==> src/rtl/sccb_pkg.sv <==
// Shared types and constants for the SCCB write master.
package sccb_pkg;

    typedef enum logic [2:0] {
        IDLE,
        START,
        BIT,
        STOP,
        DONE
    } sccbState_t;

    typedef enum logic [1:0] {
        Q0,
        Q1,
        Q2,
        Q3
    } quarter_t;

    localparam int SCCB_BITS_PER_WRITE = 27;
    localparam int SCCB_BITS_PER_PHASE = 9;

    // The 9th bit of each phase is the slave's acknowledge slot.
    function automatic logic isAckBit(input logic [4:0] idx);
        return (int'(idx) % SCCB_BITS_PER_PHASE) == (SCCB_BITS_PER_PHASE - 1);
    endfunction

endpackage

==> src/rtl/sccb_write_master.sv <==
// SCCB 3-phase write master: serialises device/register/data bytes onto an
// open-drain SCL/SDA pair, paced by a quarter-bit clock-enable tick.
module sccb_write_master
    import sccb_pkg::*;
#(
    parameter bit CHECK_ACK = 1'b1
) (
    input  logic       iClk,
    input  logic       iRsn,
    input  logic       iEnClk,
    input  logic       iStart,
    input  logic [7:0] iDevAddr,
    input  logic [7:0] iRegAddr,
    input  logic [7:0] iData,
    input  logic       iSda,
    output logic       oScl,
    output logic       oSdaOe,
    output logic       oBusy,
    output logic       oDone,
    output logic       oAckErr,
    output sccbState_t oState
);

    // Request protocol: iStart is accepted on any cycle while idle (oBusy low);
    // while oBusy is high further requests are dropped, and oDone pulses once
    // when the bus has been released after the STOP condition.

    sccbState_t  state;
    quarter_t    q;
    logic [4:0]  bitIdx;
    logic [23:0] shiftReg;
    logic        ackBit;

    assign oState = state;
    assign ackBit = isAckBit(bitIdx);

    always_ff @(posedge iClk or negedge iRsn) begin
        if (!iRsn) begin
            state    <= IDLE;
            q        <= Q0;
            bitIdx   <= '0;
            shiftReg <= '0;
            oScl     <= 1'b1;
            oSdaOe   <= 1'b0;
            oBusy    <= 1'b0;
            oDone    <= 1'b0;
            oAckErr  <= 1'b0;
        end else begin
            oDone <= 1'b0;
            case (state)
                IDLE: begin
                    oScl   <= 1'b1;
                    oSdaOe <= 1'b0;
                    oBusy  <= 1'b0;
                    if (iStart) begin
                        shiftReg <= {iDevAddr, iRegAddr, iData};
                        oAckErr  <= 1'b0;
                        q        <= Q0;
                        bitIdx   <= '0;
                        oBusy    <= 1'b1;
                        state    <= START;
                    end
                end
                START: begin
                    if (iEnClk) begin
                        oScl   <= (q == Q0) || (q == Q1);
                        oSdaOe <= 1'b1;
                        q      <= quarter_t'(q + 2'd1);
                        if (q == Q3) state <= BIT;
                    end
                end
                BIT: begin
                    if (iEnClk) begin
                        q <= quarter_t'(q + 2'd1);
                        case (q)
                            Q0: begin
                                oScl   <= 1'b0;
                                oSdaOe <= ackBit ? 1'b0 : ~shiftReg[23];
                            end
                            Q1: oScl <= 1'b1;
                            Q2: begin
                                oScl <= 1'b1;
                                if (ackBit && iSda && CHECK_ACK) oAckErr <= 1'b1;
                            end
                            default: begin
                                oScl <= 1'b0;
                                // Ack slots carry no payload, so the shifter holds.
                                if (!ackBit) shiftReg <= {shiftReg[22:0], 1'b0};
                                if (bitIdx == 5'(SCCB_BITS_PER_WRITE - 1)) begin
                                    bitIdx <= '0;
                                    state  <= STOP;
                                end else begin
                                    bitIdx <= bitIdx + 5'd1;
                                end
                            end
                        endcase
                    end
                end
                STOP: begin
                    if (iEnClk) begin
                        oScl   <= (q != Q0);
                        oSdaOe <= (q == Q0) || (q == Q1);
                        q      <= quarter_t'(q + 2'd1);
                        if (q == Q3) begin
                            oDone <= 1'b1;
                            oBusy <= 1'b0;
                            state <= DONE;
                        end
                    end
                end
                DONE: begin
                    state <= IDLE;
                end
                default: begin
                    state <= IDLE;
                end
            endcase
        end
    end

endmodule

==> config.mk <==
export PLATFORM = sky130hd
export DESIGN_NAME = sccb_write_master
export DESIGN_NICKNAME = d
export VERILOG_FILES = /design/src/rtl/sccb_pkg.sv /design/src/rtl/sccb_write_master.sv
export SDC_FILE = /design/constraint.sdc
export NUM_CORES = 1
export LEC_CHECK = 0
export ABC_CLOCK_PERIOD_IN_PS = 3700
export BUFFER_PORTS_ARGS = -buffer_cell sky130_fd_sc_hd__buf_2
export CORE_MARGIN = 2
export CORE_UTILIZATION = 55
export DETAILED_ROUTE_END_ITERATION = 12
export MAX_ROUTING_LAYER = met4
export PLACE_DENSITY = 0.85
export SYNTH_ARGS = -nofsm -noshare
export SYNTH_HDL_FRONTEND = slang
export SYNTH_SLANG_ARGS = --single-unit
export TNS_END_PERCENT = 1
==> constraint.sdc <==
create_clock -name iClk -period 3.7 [get_ports iClk]
set_input_delay 0.74 -clock iClk [delete_from_list [all_inputs] [get_ports iClk]]
set_output_delay 0.74 -clock iClk [all_outputs]
set_load 0.02 [all_outputs]
* Word-level counts from Yosys, hierarchy flattened
Cells that the tools add are included.
** Word-level totals
- ROM bits :: 0
- Input bits :: 29
- Word-level logic and storage cells :: 98
- Bits in latches :: 0
- Memories :: 0
- Register bits :: 39
- RAM bits :: 0
- Output and inout port bits :: 8
** Operators by class
- Divide/modulo/power cells :: 1
- Shift operators :: 0
- $add $sub $neg :: 2
- Mux-type cells :: 44
- Bitwise operators :: 1
- Reductions and logical operators :: 20
- Equal/unequal tests :: 21
- $mul :: 0
- Magnitude comparators :: 0
** Operators with widths (number)
- 2-to-1 mux 24 bit :: 4
- one-hot mux 24 bit (2 select lines) :: 1
- == test 32 x 5 -> 1 bit, second input constant :: 1
- modulo 6 x 5 -> 32 bit, second input constant :: 1
- 2-to-1 mux 3 bit :: 8
- inequality test 2 bit, second input constant :: 12
- 2-to-1 mux 5 bit :: 4
- 2-to-1 mux 1 bit :: 18
- AND reduction 5 bit :: 3
- one-hot mux 3 bit (4 select lines) :: 1
- one-hot mux 5 bit (2 select lines) :: 1
- one-hot mux 1 bit (4 select lines) :: 2
- AND reduction 4 bit :: 2
- AND reduction 8 bit :: 1
- nonzero test 2 bit :: 4
- == test 3 x 2 -> 1 bit, second input constant :: 2
- AND reduction 3 bit :: 2
- OR reduction 3 bit :: 2
- adder 5 x 1 -> 5 bit, second input constant :: 1
- == test 5 bit, second input constant :: 1
- == test 2 bit, second input constant :: 2
- 2-to-1 mux 2 bit :: 2
- one-hot mux 1 bit (2 select lines) :: 2
- one-hot mux 2 bit (2 select lines) :: 1
- other kinds (11) :: 11

* Depth between registers and ports, before layout
Gate-level depths: netlist (run 1).
- Depth in word-level cells :: 7
- Gate-level depth with buffers :: 14

* Least setup slack after synthesis (run 1)
No wires, ideal clock.
- Kind :: register to register
- From :: register bitIdx[2]
- To :: register shiftReg[10]
- Arrival :: 2.632 ns
- Cell stages (with the launch flop) :: 14
- Path slack :: 0.933 ns
- Data required time :: 3.565 ns
- Cell sequence :: dfrtp_1 -> buf_6 -> inv_1 -> ha_1 -> o41ai_4 -> xnor2_1 -> ha_1 -> o31ai_1 -> nor2_1 -> o21ai_0 -> nand4_4 -> o21ai_4 -> buf_6 -> a221oi_1
** Between the ends
- Cells in the longest elaborated chain, start to end :: 4
** RTL lines
- start, declared :: line sccb_write_master.sv:30 : logic [4:0] bitIdx;
- start signal, assigned :: line sccb_write_master.sv:93 : bitIdx <= bitIdx + 5'd1;
- modulo 6 x 5 -> 32 bit :: line sccb_pkg.sv:24 : return (int'(idx) % SCCB_BITS_PER_PHASE) == (SCCB_BITS_PER_PHASE - 1);
- == test 32 x 5 -> 1 bit :: line sccb_pkg.sv:24
- inequality test 2 bit (no source line)
- AND reduction 5 bit (no source line)
- end signal, assigned :: line sccb_write_master.sv:56 : shiftReg <= {iDevAddr, iRegAddr, iData};
- end signal, assigned :: line sccb_write_master.sv:88 : if (!ackBit) shiftReg <= {shiftReg[22:0], 1'b0};
- end, declared :: line sccb_write_master.sv:31 : logic [23:0] shiftReg;
No other way between the ends.
A chain may end at the register's enable or synchronous reset.

* Worst setup path in the final report (run 1)
- From :: register bitIdx[2]
- To :: register shiftReg[20]
Same word-level chain as after synthesis.

==> results of run 1 <==
-- power groups by stage --
stage / combinational (uW) / sequential [uW] / clock, uW
6_report: 738 / 721 / 364
3_3_place_gp: 709 / 722 / 0
4_1_cts: 742 / 721 / 368
2_1_floorplan: 573 / 711 / 0
3_5_place_dp: 734 / 727 / 0
5_1_grt: 828 / 749 / 392
-- flip-flops by register name, indices dropped and copies added (netlist names) --
signal	flops
bitIdx	5
oAckErr	1
oBusy	1
oDone	1
oScl	1
oSdaOe	1
oState	3
q	2
shiftReg	24
-- placed cells by master (no fill, tap or decap), types with 6 or more instances in the layout --
cell,Yosys,final
nor3_1,50,50
dfrtp_1,38,38
buf_2,4,36
inv_1,31,31
nor2_1,15,15
a221oi_1,15,15
o21ai_0,14,14
ha_1,12,12
nand2_1,8,8
a221oi_2,8,8
a21oi_1,6,6
-- path summary, 6_finish.rpt --
kind                                          from                  endpoint  slack [ns]  depth (start not counted)
hold reg to reg            shiftReg[0]$_DFFE_PN0P_   shiftReg[0]$_DFFE_PN0P_        0.51                          1
setup / recovery             bitIdx[2]$_DFFE_PN0P_  shiftReg[20]$_DFFE_PN0P_        0.44                         12
min in group asynchronous                     iRsn     oState[1]$_DFFE_PN0P_        0.54                          1
max in group asynchronous                     iRsn   shiftReg[9]$_DFFE_PN0P_        2.63                          1
hold / removal             shiftReg[0]$_DFFE_PN0P_   shiftReg[0]$_DFFE_PN0P_        0.51                          1
setup reg to reg             bitIdx[2]$_DFFE_PN0P_  shiftReg[20]$_DFFE_PN0P_        0.44                         12
-- metrics by stage --
| stage | setup slack [ns] | std cells | util, % | hold slack, ns |
|---|---|---|---|---|
| final | 0.442 | 352 | 63.9 | 0.505 |
| after floorplan | 0.933 | 273 | - | 0.444 |
| after global placement | 0.630 | 344 | 61.3 | 0.469 |
| after global routing | 0.152 | 352 | 63.9 | 0.531 |
| after detailed placement | 0.468 | 344 | 61.3 | 0.490 |
| after CTS | 0.451 | 352 | 63.9 | 0.508 |
-- layer usage --
| layer | GRT usage, % | vias up | share of wire (%) |
|---|---|---|---|
| li1 | - | 1042 | - |
| met1 | 30.9 | 982 | 44 |
| met2 | 35.8 | 73 | 48 |
| met3 | 4.92 | 11 | 6.1 |
| met4 | 9.01 | 0 | 1.7 |
| met5 | - | - | 0 |
-- area by class of cell --
type / instances / area [sq um]
Clock buffer: 5 / 68.8
Clock inverter: 3 / 43.8
Fill cell: 344 / 1570
Inverter: 31 / 116
Multi-Input combinational cell: 181 / 1290
Sequential cell: 39 / 977
Tap cell: 52 / 65.1
Timing Repair Buffer: 41 / 218
-- worst reg2reg max path: cells and delay by family, from the launching register on --
family / cells / cell delay, ns
buf+inv: 2 / 0.44
flops: 1 / 0.57
fa+ha+maj: 2 / 0.53
simple gates: 2 / 0.22
xor+xnor: 1 / 0.18
compound gates: 5 / 1.16
-- kinds of logic (layout without fill, tap and decap cells) --
logic type                 count (synthesis)  count (layout)
and+or+nand+nor                          100             100
AOI/OAI and AO/OA                         67              67
buffers and inverters                     53              80
DFF                                       39              39
adders and majority gates                 12              12
xor gates and xnor gates                   2               2
==> impl_metrics.toml, run 1 <==
[worst_setup_path]
critical_path.cell_chain = "inv_1, ha_1, o41ai_4, xnor2_1, ha_1, o31ai_1, nor2_1, o21ai_0, nand4_4, o21ai_4, buf_4, a221oi_1"
cp-start-kind = "flop"
worst_setup_path_end_kind = "flop"
cpMaxStageDelayCell = "dfrtp_1"
worstPathArrival_ns = 3.42
path_max_fanout = 24
critPathKind = "reg2reg"
max_stage_delay_ns = 0.57
critical_path_required_ns = 3.86
path_delay_family = "compound AO/OA/AOI/OAI gates"
timing.critical_path.mode_cell = "ha_1"
path_buf_inv = 2

[die]
pin_count = 37
dieWidth_microns = 71.2
core-area_sq_um = 4350
initial_core_util_pct = 57.1
die_h_microns = 71.2
die_area_sq_um = 5070
placementRows = 24

[synth]
synth_top_area_share_pct = 38.2
syn_avg_cell_area_sq_um = 9.11
synthXorXnorAreaFrac_pct = 0.705
ys_seq_area_share_pct = 39.3
ys_top_cells_by_count = "nor3_1 (50), dfrtp_1 (38), inv_1 (31)"
synthAdderAreaFrac_pct = 6.04
synth_cells = 273
yosysMostFrequentCell = "nor3_1"
synth_nets = 314
synth-compound-area-share_pct = 23.6
synth_top_family_by_area = "compound AO/OA/AOI/OAI gates"
synthMuxAreaShare_pct = 0
synth_flop_cell = "dfrtp_1"
synth_area_leaders = "dfrtp_1 (38%), nor3_1 (10%), ha_1 (6.0%)"
yosysWarnings = 0
synth-simple-area-share_pct = 21.3
ys_async_sr_fraction_pct = 100
netlist_area_sq_um = 2490
synth_edf_count = 0
synth_area_leader_cell = "dfrtp_1"
synth-seq-cells = 39
yosysUniqueCellTypes = 46

[sta]
max_freq_mhz = 307
rsz0062_at_grt = "no"
timing.final.crit_share_pct = 88.0
slew_headroom_pct = 44.2
finalSetupTns_ns = 0
worstMarginPinSlew_ns = 0.837
final.min_clock_period_ns = 3.26
fin_skew_ns = 0.00709
slew_viol_final = 0
hold_violations = 0
finalSetupViolCount = 0

[global_route]
grt_max_degree = 47
antenna_found_initial = 0
grt_pass1_vias = 1985
grt_use_total_pct = 23.5
grt_overflow = 0
grt_pass1_wl_mm = 9.23

[power]
p_clk_share_pct = 19.9
combPwrFrac_pct = 40.5
leakagePower_uw = 0.00129
ir_drop_mv = 0.340
p_per_area_nw_per_um2 = 655
p_seq_share_pct = 39.6
switching_share_pct = 39.6
intPower_uw = 1100
power.switching_uw = 721
power_uw = 1820

[route]
drc = 0
drt-total-wl_mm = 5.24
routedWlPerCell_microns = 14.9
dr.pass1.iters = 5
viasPerCell = 5.99
drtAntennaViolNets = 0
num_vias = 2108
dr.first_iter.drc_count = 182

[clock_tree]
root_buffer = "clkbuf_8"
cts_resized = 0
cts_max_level = 2
postCtsSetupRepairBufs = 0
clk_path_buf_depth = 2
cts_buffers = 5
clock_latency_ns = 0.30
tritoncts = "done"
path_clk_slew_ns = 0.08
cts_hold_buf = 0
cts.sinks = 39

[layout]
area_delta_synth_final_pct = 11.9
drive_above_1_share_pct = 22.0
fin_nets = 340
stdcell_area_sq_um = 2780
antenna_cells = 0

[status]
status = "complete, no violations"

[placement]
post_dp_cell_area_sq_um = 2670
io_buffer_count = 36
dp_hpwl_mm = 3.52
place_congestion = 0.937

[flow_run]
cap_violations = 0

[min_path]
hp-class = "reg2reg"
Note: power is estimated with default switching activity, not from simulation.
==> run 2, diff against run 1 <==
--- a/config.mk
+++ b/config.mk
@@ -8,10 +8,11 @@
 export ABC_CLOCK_PERIOD_IN_PS = 3700
 export BUFFER_PORTS_ARGS = -buffer_cell sky130_fd_sc_hd__buf_2
 export CORE_MARGIN = 2
-export CORE_UTILIZATION = 55
+export CORE_UTILIZATION = 42
 export DETAILED_ROUTE_END_ITERATION = 12
+export GPL_ROUTABILITY_DRIVEN = 0
 export MAX_ROUTING_LAYER = met4
-export PLACE_DENSITY = 0.85
+export PLACE_DENSITY = 0.69
 export SYNTH_ARGS = -nofsm -noshare
 export SYNTH_HDL_FRONTEND = slang
 export SYNTH_SLANG_ARGS = --single-unit
==> impl_metrics.toml, run 2 (synthesized netlist as in run 1, its figures left out) <==
[status]
status = "complete, no violations"

[flow_run]
cap_violations = 0

[global_route]
grt_overflow = 0
antenna_found_initial = 0
grt_pass1_vias = 1901
grt_pass1_wl_mm = 8.92
grt_use_total_pct = 17.7
grt_max_degree = 53

[layout]
area_delta_synth_final_pct = 13.4
multiInputGateArea_sq_um = 1290
layout_common_cells = "nor3_1 (50), dfrtp_1 (38), buf_2 (36)"
stdcell_area_sq_um = 2820
regMostFlops = "shiftReg"
fin_nets = 340
fin_cells = 375
drive_above_1_share_pct = 22.0
largest_register_ffs = 24
antenna_cells = 0
regArea_sq_um = 977
layout_commonest_cell = "nor3_1"
nFillCells = 578

[sta]
final.min_clock_period_ns = 3.22
rsz0062_at_grt = "no"
finalSetupTns_ns = 0
hold_violations = 0
slew_headroom_pct = 42.1
worstMarginPinSlew_ns = 0.868
fin_skew_ns = 0.00803
hold-worst-slack_ns = 0.498
max_freq_mhz = 311
slew_viol_final = 0
timing.final.crit_share_pct = 87.0
finalSetupViolCount = 0

[die]
dieWidth_microns = 80.9
initial_core_util_pct = 42.7
die_area_sq_um = 6550
pin_count = 37
placementRows = 28
core-area_sq_um = 5820
die_h_microns = 80.9

[worst_setup_path]
path_max_fanout = 24
rr_worst_depth = 12
reg2reg_slack_ns = 0.48
regToRegStartpoint = "bitIdx[2]$_DFFE_PN0P_"
worst_setup_path_end_kind = "flop"
critPathKind = "reg2reg"
critical_path_required_ns = 3.85
r2r-end = "shiftReg[5]$_DFFE_PN0P_"
cp-start-kind = "flop"
worstPathArrival_ns = 3.37

[min_path]
hp-start = "oBusy$_DFFE_PN0P_"
whs_path_depth = 1
hp-class = "reg2reg"
hold_end = "oBusy$_DFFE_PN0P_"

[route]
drtAntennaViolNets = 0
dr.pass1.iters = 4
highest_layer = "met4"
dr.first_iter.drc_count = 183
viasPerCell = 5.56
route.met2.wl_mm = 2.56
num_vias = 2084
routedWlPerCell_microns = 14.1
drc = 0
drt-total-wl_mm = 5.31
wl_met3_microns = 179
met1_length_mm = 2.53

[power]
switching_share_pct = 38.7
ir_drop_mv = 0.432
p_clk_share_pct = 20.5
intPower_uw = 1120
p_seq_share_pct = 39.5
p_per_area_nw_per_um2 = 649
combPwrFrac_pct = 40.1
power.switching_uw = 710
leakagePower_uw = 0.00130

[clock_tree]
clk_path_buf_depth = 2
cts_resized = 0
path_clk_slew_ns = 0.08
cts_max_level = 2
tritoncts = "done"
root_buffer = "clkbuf_8"
postCtsSetupRepairBufs = 0
clock_latency_ns = 0.29
cts.sinks = 39
cts_hold_buf = 0
cts_buffers = 5

[placement]
io_buffer_count = 36
dp_hpwl_mm = 3.59
post_dp_cell_area_sq_um = 2700
dp_cells = 367
[run 2: per-stage QoR]
step	total power, uW	setup WS, ns	util, %
after floorplan	1280	0.933	-
after global placement	1450	0.614	46.4
after detailed placement	1470	0.492	46.4
after CTS	1850	0.474	48.5
after global routing	1970	0.181	48.5
final	1830	0.482	48.5
[run 2: per-layer routing]
metal,GRT usage (%),up-vias
li1,-,1048
met4,4.41,0
met5,-,-
met3,3.78,4
met1,23.6,1002
met2,27.5,30
[run 2: worst max-delay path, stage by stage, from the launching register on]
cell,delay (ns)
dfrtp_1,0.57
inv_1,0.14
ha_1,0.28
o41ai_4,0.42
xnor2_1,0.17
ha_1,0.26
o31ai_1,0.10
nor2_1,0.07
o21ai_0,0.28
nand4_4,0.16
o21ai_4,0.15
buf_4,0.31
a221oi_1,0.15
[run 2: how the worst max path moves through the flow]
| stage | startpoint | endpoint | depth (start not counted) |
|---|---|---|---|
| floorplan | bitIdx[2]$_DFFE_PN0P_ | shiftReg[10]$_DFFE_PN0P_ | 13 |
| global placement | bitIdx[2]$_DFFE_PN0P_ | shiftReg[19]$_DFFE_PN0P_ | 12 |
| detailed placement | bitIdx[2]$_DFFE_PN0P_ | shiftReg[7]$_DFFE_PN0P_ | 12 |
| CTS | bitIdx[2]$_DFFE_PN0P_ | shiftReg[7]$_DFFE_PN0P_ | 12 |
| global route | bitIdx[2]$_DFFE_PN0P_ | shiftReg[10]$_DFFE_PN0P_ | 12 |
| finish | bitIdx[2]$_DFFE_PN0P_ | shiftReg[5]$_DFFE_PN0P_ | 12 |
[run 2: final cells by class]
type                            instances  share of cell area [%]
Tap cell                               75                    3.33
Multi-Input combinational cell        181                    45.9
Clock buffer                            6                    2.93
Inverter                               31                    4.13
Clock inverter                          2                    1.38
Sequential cell                        39                    34.6
Timing Repair Buffer                   41                    7.72
[run 2: power by group through the flow]
stage | Clock [uW] | Sequential (uW) | Combinational [uW]
4_1_cts | 384 | 724 | 741
6_report | 374 | 723 | 734
3_5_place_dp | 0 | 731 | 737
5_1_grt | 402 | 748 | 821
2_1_floorplan | 0 | 711 | 573
3_3_place_gp | 0 | 728 | 719
